[src/rtl/sc_gamecontroller_param.sv]
// Frogger game-flow controller: owns lives, level and house-occupancy state and
// drives one-cycle active-low strobes to the board plus status buses to the display.
module sc_gamecontroller_param #(
  parameter int NUM_HOUSES     = 5,
  parameter int MAX_LIVES      = 3,
  parameter int MAX_LEVELS     = 4,
  parameter int RESPAWN_CYCLES = 50000000,
  localparam int LW = $clog2(MAX_LIVES + 1),
  localparam int VW = $clog2(MAX_LEVELS + 1),
  localparam int HW = (NUM_HOUSES > 1) ? $clog2(NUM_HOUSES) : 1,
  localparam int RW = $clog2(RESPAWN_CYCLES + 1)
) (
  input  logic                  SC_STATEMACHINEGAME_CLOCK_50,
  input  logic                  SC_STATEMACHINEGAME_RESET_InHigh,
  input  logic                  SC_STATEMACHINEGAME_startButton_InLow,
  input  logic                  SC_STATEMACHINEGAME_pauseButton_InLow,
  input  logic                  SC_STATEMACHINEGAME_Collision_InLow,
  input  logic                  SC_STATEMACHINEGAME_HouseArrive_InLow,
  input  logic [HW-1:0]         SC_STATEMACHINEGAME_HouseIndex_InBUS,
  output logic                  SC_STATEMACHINEGAME_StartGame_OutLow,
  output logic                  SC_STATEMACHINEGAME_LoadLevel_OutLow,
  output logic                  SC_STATEMACHINEGAME_RespawnFrog_OutLow,
  output logic                  SC_STATEMACHINEGAME_Freeze_OutLow,
  output logic                  SC_STATEMACHINEGAME_Win_OutLow,
  output logic                  SC_STATEMACHINEGAME_Lose_OutLow,
  output logic [LW-1:0]         SC_STATEMACHINEGAME_LifesCount_OutBUS,
  output logic [VW-1:0]         SC_STATEMACHINEGAME_LevelCount_OutBUS,
  output logic [NUM_HOUSES-1:0] SC_STATEMACHINEGAME_HouseMask_OutBUS,
  output logic [3:0]            SC_STATEMACHINEGAME_State_OutBUS
);

  typedef enum logic [3:0] {
    S_IDLE      = 4'd0,
    S_START     = 4'd1,
    S_PLAY      = 4'd2,
    S_LOSELIFE  = 4'd3,
    S_RESPAWN   = 4'd4,
    S_HOUSE     = 4'd5,
    S_NEXTLEVEL = 4'd6,
    S_PAUSE     = 4'd7,
    S_WIN       = 4'd8,
    S_LOSE      = 4'd9
  } state_t;

  localparam logic [LW-1:0]         LIVES_INIT = LW'(MAX_LIVES);
  localparam logic [VW-1:0]         LAST_LEVEL = VW'(MAX_LEVELS - 1);
  localparam logic [RW-1:0]         RESP_LOAD  = RW'(RESPAWN_CYCLES - 1);
  localparam logic [NUM_HOUSES-1:0] MASK_FULL  = '1;
  localparam logic [NUM_HOUSES-1:0] MASK_ONE   = NUM_HOUSES'(1);

  state_t                  state;
  logic [LW-1:0]           lives;
  logic [VW-1:0]           level;
  logic [NUM_HOUSES-1:0]   mask;
  logic [RW-1:0]           count;
  logic [HW-1:0]           house_idx;
  logic                    start_prev;
  logic                    pause_prev;

  logic                    start_press;
  logic                    pause_press;
  logic [NUM_HOUSES-1:0]   mask_shift;
  logic                    occupied;
  logic                    bad_idx;
  logic [NUM_HOUSES-1:0]   new_mask;
  logic                    last_level;

  assign start_press = start_prev & ~SC_STATEMACHINEGAME_startButton_InLow;
  assign pause_press = pause_prev & ~SC_STATEMACHINEGAME_pauseButton_InLow;

  // Shift instead of indexing so an out-of-range index never reads past the mask.
  assign mask_shift = mask >> SC_STATEMACHINEGAME_HouseIndex_InBUS;
  assign occupied   = mask_shift[0];
  assign bad_idx    = 32'(SC_STATEMACHINEGAME_HouseIndex_InBUS) >= NUM_HOUSES;
  assign new_mask   = mask | (MASK_ONE << house_idx);
  assign last_level = (level == LAST_LEVEL);

  always_ff @(posedge SC_STATEMACHINEGAME_CLOCK_50 or posedge SC_STATEMACHINEGAME_RESET_InHigh) begin
    if (SC_STATEMACHINEGAME_RESET_InHigh) begin
      state      <= S_IDLE;
      lives      <= LIVES_INIT;
      level      <= '0;
      mask       <= '0;
      count      <= '0;
      house_idx  <= '0;
      start_prev <= 1'b1;
      pause_prev <= 1'b1;
    end else begin
      start_prev <= SC_STATEMACHINEGAME_startButton_InLow;
      pause_prev <= SC_STATEMACHINEGAME_pauseButton_InLow;
      case (state)
        S_IDLE: begin
          if (start_press) state <= S_START;
        end
        S_START: begin
          lives <= LIVES_INIT;
          level <= '0;
          mask  <= '0;
          state <= S_PLAY;
        end
        S_PLAY: begin
          if (!SC_STATEMACHINEGAME_Collision_InLow) begin
            state <= S_LOSELIFE;
          end else if (!SC_STATEMACHINEGAME_HouseArrive_InLow) begin
            if (bad_idx || occupied) begin
              state <= S_LOSELIFE;
            end else begin
              house_idx <= SC_STATEMACHINEGAME_HouseIndex_InBUS;
              state     <= S_HOUSE;
            end
          end else if (pause_press) begin
            state <= S_PAUSE;
          end
        end
        S_LOSELIFE: begin
          if (lives <= LW'(1)) begin
            lives <= '0;
            state <= S_LOSE;
          end else begin
            lives <= lives - LW'(1);
            count <= RESP_LOAD;
            state <= S_RESPAWN;
          end
        end
        S_RESPAWN: begin
          if (count == '0) state <= S_PLAY;
          else             count <= count - RW'(1);
        end
        S_HOUSE: begin
          mask  <= new_mask;
          state <= (new_mask == MASK_FULL) ? S_NEXTLEVEL : S_PLAY;
        end
        S_NEXTLEVEL: begin
          if (last_level) begin
            state <= S_WIN;
          end else begin
            level <= level + VW'(1);
            mask  <= '0;
            state <= S_PLAY;
          end
        end
        S_PAUSE: begin
          if (pause_press) state <= S_PLAY;
        end
        S_WIN, S_LOSE: begin
          if (start_press) state <= S_START;
        end
        default: state <= S_IDLE;
      endcase
    end
  end

  // Moore outputs: strobes depend only on registered state and counters.
  assign SC_STATEMACHINEGAME_StartGame_OutLow   = ~(state == S_START);
  assign SC_STATEMACHINEGAME_LoadLevel_OutLow   = ~((state == S_START) ||
                                                    (state == S_NEXTLEVEL && !last_level));
  assign SC_STATEMACHINEGAME_RespawnFrog_OutLow = ~((state == S_RESPAWN && count == '0) ||
                                                    (state == S_HOUSE) ||
                                                    (state == S_NEXTLEVEL && !last_level));
  assign SC_STATEMACHINEGAME_Freeze_OutLow      = ~((state == S_IDLE) || (state == S_PAUSE) ||
                                                    (state == S_RESPAWN) || (state == S_WIN) ||
                                                    (state == S_LOSE));
  assign SC_STATEMACHINEGAME_Win_OutLow         = ~(state == S_WIN);
  assign SC_STATEMACHINEGAME_Lose_OutLow        = ~(state == S_LOSE);
  assign SC_STATEMACHINEGAME_LifesCount_OutBUS  = lives;
  assign SC_STATEMACHINEGAME_LevelCount_OutBUS  = level;
  assign SC_STATEMACHINEGAME_HouseMask_OutBUS   = mask;
  assign SC_STATEMACHINEGAME_State_OutBUS       = state;

endmodule

[config.mk]
export PLATFORM = sky130hd
export DESIGN_NAME = sc_gamecontroller_param
export DESIGN_NICKNAME = d
export VERILOG_FILES = /design/src/rtl/sc_gamecontroller_param.sv
export SDC_FILE = /design/constraint.sdc
export NUM_CORES = 1
export LEC_CHECK = 0
export CAP_MARGIN = 20
export CELL_PAD_IN_SITES_DETAIL_PLACEMENT = 0
export CELL_PAD_IN_SITES_GLOBAL_PLACEMENT = 2
export CORE_UTILIZATION = 30
export CTS_BUF_LIST = sky130_fd_sc_hd__clkbuf_8
export CTS_CLUSTER_SIZE = 24
export DETAILED_ROUTE_END_ITERATION = 8
export PLACE_DENSITY_LB_ADDON = 0.25
export SLEW_MARGIN = 20
export SYNTH_ARGS = -nofsm -noshare
export SYNTH_HDL_FRONTEND = slang
export SYNTH_SLANG_ARGS = --single-unit
[constraint.sdc]
create_clock -name SC_STATEMACHINEGAME_CLOCK_50 -period 6.2 [get_ports SC_STATEMACHINEGAME_CLOCK_50]
set_clock_uncertainty 0.2 [all_clocks]
set_input_delay 1.55 -clock SC_STATEMACHINEGAME_CLOCK_50 [delete_from_list [all_inputs] [get_ports SC_STATEMACHINEGAME_CLOCK_50]]
set_output_delay 1.55 -clock SC_STATEMACHINEGAME_CLOCK_50 [all_outputs]
set_load 0.02 [all_outputs]
==> results.py <==
metrics = {
    "finish": {
        "postLayoutCellArea_um2": 3080,
        "regArea_um2": 1130,
        "multi_input_area_um2": 1350,
        "layout_commonest_cell": "dfrtp_1",
        "final_cell_mix": "dfrtp_1 (41), clkdlybuf4s50_1 (28), nor2_1 (27), nand2_1 (21), a21oi_1 (20)",
        "drive_gt1_frac": 0.0836,
        "nNetsFinal": 322,
        "syn_to_final_growth_pct": 18.8,
        "antenna_cells": 0,
        "n_fill_cell": 846,
    },
    "cts": {
        "cts_setup_buffers": 0,
        "cts.repair.resized": 0,
        "clock_sinks": 45,
        "cts_tree": "built",
        "insertion_delay_ns": 0.31,
        "clock_path_buffers": 2,
        "root_buffer": "clkbuf_8",
        "cts_hold_buf": 0,
        "numCtsBuffers": 5,
        "clkSlewWorstSetupHoldPaths_ns": 0.09,
        "htree_levels": 2,
    },
    "grt": {
        "overflow": 0,
        "grt_antenna_before_repair": 0,
        "grt_pass1_wl_mm": 10.9,
        "grt_max_degree": 46,
        "first_global_vias": 2198,
        "grt_usage": 0.156,
    },
    "timing": {
        "final.setup.tns_ns": 0,
        "setup_violations": 0,
        "min_period_ns": 4.74,
        "hold_viol": 0,
        "fin_crit_sh": 0.765,
        "maxSlewHeadroom": 0.429,
        "rsz0062_at_grt": "no",
        "timing.final.ws_setup_ns": 1.46,
        "worst_pin_slew_ns": 0.855,
        "fmax_mhz": 211,
        "slew_viol_final": 0,
    },
    "setup_path": {
        "crit_path_end": "SC_STATEMACHINEGAME_RespawnFrog_OutLow",
        "r2r_setup_slack_ns": 3.12,
        "rr_worst_depth": 6,
        "r2r-start": "count[0]",
        "crit_start": "count[0]",
        "required_ns": 4.45,
        "cp-start-kind": "register",
        "crit_type": "register to output pin",
        "cp_max_fo": 5,
        "r2r-end": "SC_STATEMACHINEGAME_State_OutBUS[2]",
        "worstPathArrival_ns": 2.99,
        "end_kind": "output pin",
    },
    "synthesis": {
        "synth_edf_count": 0,
        "synth_cells": 287,
        "netlist_area_um2": 2590,
        "ys_ff_latch": 45,
        "syn-num-nets": 299,
        "synth_cell_type_count": 53,
        "ys_warn_count": 0,
        "seq_area_frac_synth": 0.436,
        "synth_largest_area_cell": "dfrtp_1",
        "synth_top_area_frac": 0.396,
        "postSynth.asyncResetShare": 1.00,
        "synth_flop_cell": "dfrtp_1",
        "syn_area_per_cell_um2": 9.03,
        "synth_area_leaders": "dfrtp_1 (40%), dfstp_2 (4.1%), nor2_1 (3.9%)",
    },
    "detailed_routing": {
        "vias": 2250,
        "detail-route-antenna-nets": 0,
        "drt_wl_total_mm": 6.55,
        "first_pass_iters": 4,
        "wl_per_cell_um": 15.7,
        "via_per_inst": 5.41,
        "drc": 0,
        "drtIter0Drc": 105,
    },
    "placed_design": {
        "place.gp.congestion": 0.733,
        "dp_slack_ns": 1.79,
        "dp_hpwl_mm": 4.48,
        "port_buffers": 28,
        "place_area_um2": 2940,
    },
    "run_status": {
        "run_status": "finished, final reports clean",
    },
    "floorplan": {
        "ios": 29,
        "fp.dieW_um": 95.0,
        "die_h_um": 95.0,
        "die_area_um2": 9020,
        "start_util": 0.312,
        "core_area_um2": 8300,
        "rows": 33,
    },
    "power": {
        "p_per_area_nw_per_um2": 421,
        "cellLeakagePower_nw": 1.20,
        "peakVddDrop_v": 0.000140,
    },
    "run": {
        "maxCapViolations": 0,
    },
    "hold_path": {
        "hold_path.class": "register to register",
    },
}
## cell type report
cell class                 count  area share
timing repair buffer          28      0.0910
inverter                      15      0.0187
multi-input combinational    215       0.437
clock inverter                 3      0.0211
tap                          105      0.0427
clock buffer                   5      0.0223
sequential                    45       0.367
## state kept, by name (all words and copies together), names as in the netlist
name / flops
count: 26
SC_STATEMACHINEGAME_HouseMask_OutBUS: 5
SC_STATEMACHINEGAME_State_OutBUS: 4
SC_STATEMACHINEGAME_LevelCount_OutBUS: 3
house_idx: 3
SC_STATEMACHINEGAME_LifesCount_OutBUS: 2
pause_prev: 1
start_prev: 1
## cells by family after synthesis
group / synth area share
buffers and inverters: 0.0449
xor gates and xnor gates: 0.0135
DFF: 0.436
and+or+nand+nor: 0.261
adders and majority gates: 0.0145
AOI/OAI and AO/OA: 0.193
muxes: 0.0372
## through the flow
stage | cells | power (mW) | util | hold WS, ns
after floorplan | 287 | 0.852 | - | 0.295
after CTS | 416 | 1.31 | 0.371 | 0.342
after detailed placement | 408 | 1.03 | 0.355 | 0.316
final | 416 | 1.30 | 0.371 | 0.336
after global placement | 408 | 1.03 | 0.355 | 0.315
after global routing | 416 | 1.39 | 0.371 | 0.378
## metal layers
layer	wire [um]	up-vias	track usage
li1	-	1120	-
met5	0	-	0
met3	224	8	0.0306
met4	80	0	0.0530
met1	3270	1092	0.214
met2	2970	30	0.245
## cell usage after synthesis (3+ instances only)
| library cell | n |
|---|---|
| a211o_1 | 4 |
| a21oi_1 | 20 |
| a31oi_1 | 8 |
| and3_1 | 12 |
| and4_1 | 3 |
| clkbuf_1 | 8 |
| dfrtp_1 | 41 |
| dfstp_2 | 4 |
| ha_1 | 3 |
| inv_1 | 15 |
| mux2_2 | 5 |
| mux2i_1 | 4 |
| nand2_1 | 21 |
| nand2b_1 | 4 |
| nand3_1 | 8 |
| nand3b_1 | 4 |
| nand4b_1 | 3 |
| nor2_1 | 27 |
| nor3_1 | 10 |
| nor4_1 | 6 |
| o211ai_1 | 3 |
| o21ai_0 | 19 |
| o31ai_1 | 4 |
| o41ai_1 | 3 |
| or3_1 | 5 |
| or4_1 | 6 |
| xnor2_1 | 4 |
## critical path, cell delays in order, from the launching register on
cell,delay (ns)
dfrtp_1,0.40
inv_1,0.10
ha_1,0.22
or4b_2,0.66
or4_4,0.45
nor3_1,0.21
nor2_1,0.09
clkdlybuf4s50_1,0.55
## how the worst min path moves through the flow
stage | startpoint | to | slack [ns] | cells past startpoint
after CTS | SC_STATEMACHINEGAME_LevelCount_OutBUS[2] | SC_STATEMACHINEGAME_LevelCount_OutBUS[2] | 0.34 | 2
after detailed placement | count[20] | count[20] | 0.32 | 2
final | SC_STATEMACHINEGAME_LevelCount_OutBUS[2] | SC_STATEMACHINEGAME_LevelCount_OutBUS[2] | 0.34 | 2
after global placement | SC_STATEMACHINEGAME_LevelCount_OutBUS[2] | SC_STATEMACHINEGAME_LevelCount_OutBUS[2] | 0.32 | 2
after floorplan | count[20] | count[20] | 0.30 | 2
after global routing | SC_STATEMACHINEGAME_LevelCount_OutBUS[0] | SC_STATEMACHINEGAME_LevelCount_OutBUS[0] | 0.38 | 1
## power breakdown
part / internal (mW) / total, mW / switching [mW]
Sequential: 0.391 / 0.539 / 0.148
Combinational: 0.216 / 0.485 / 0.269
Clock: 0.160 / 0.271 / 0.111
Total: 0.768 / 1.30 / 0.527
(Power assumes the default switching activity.)
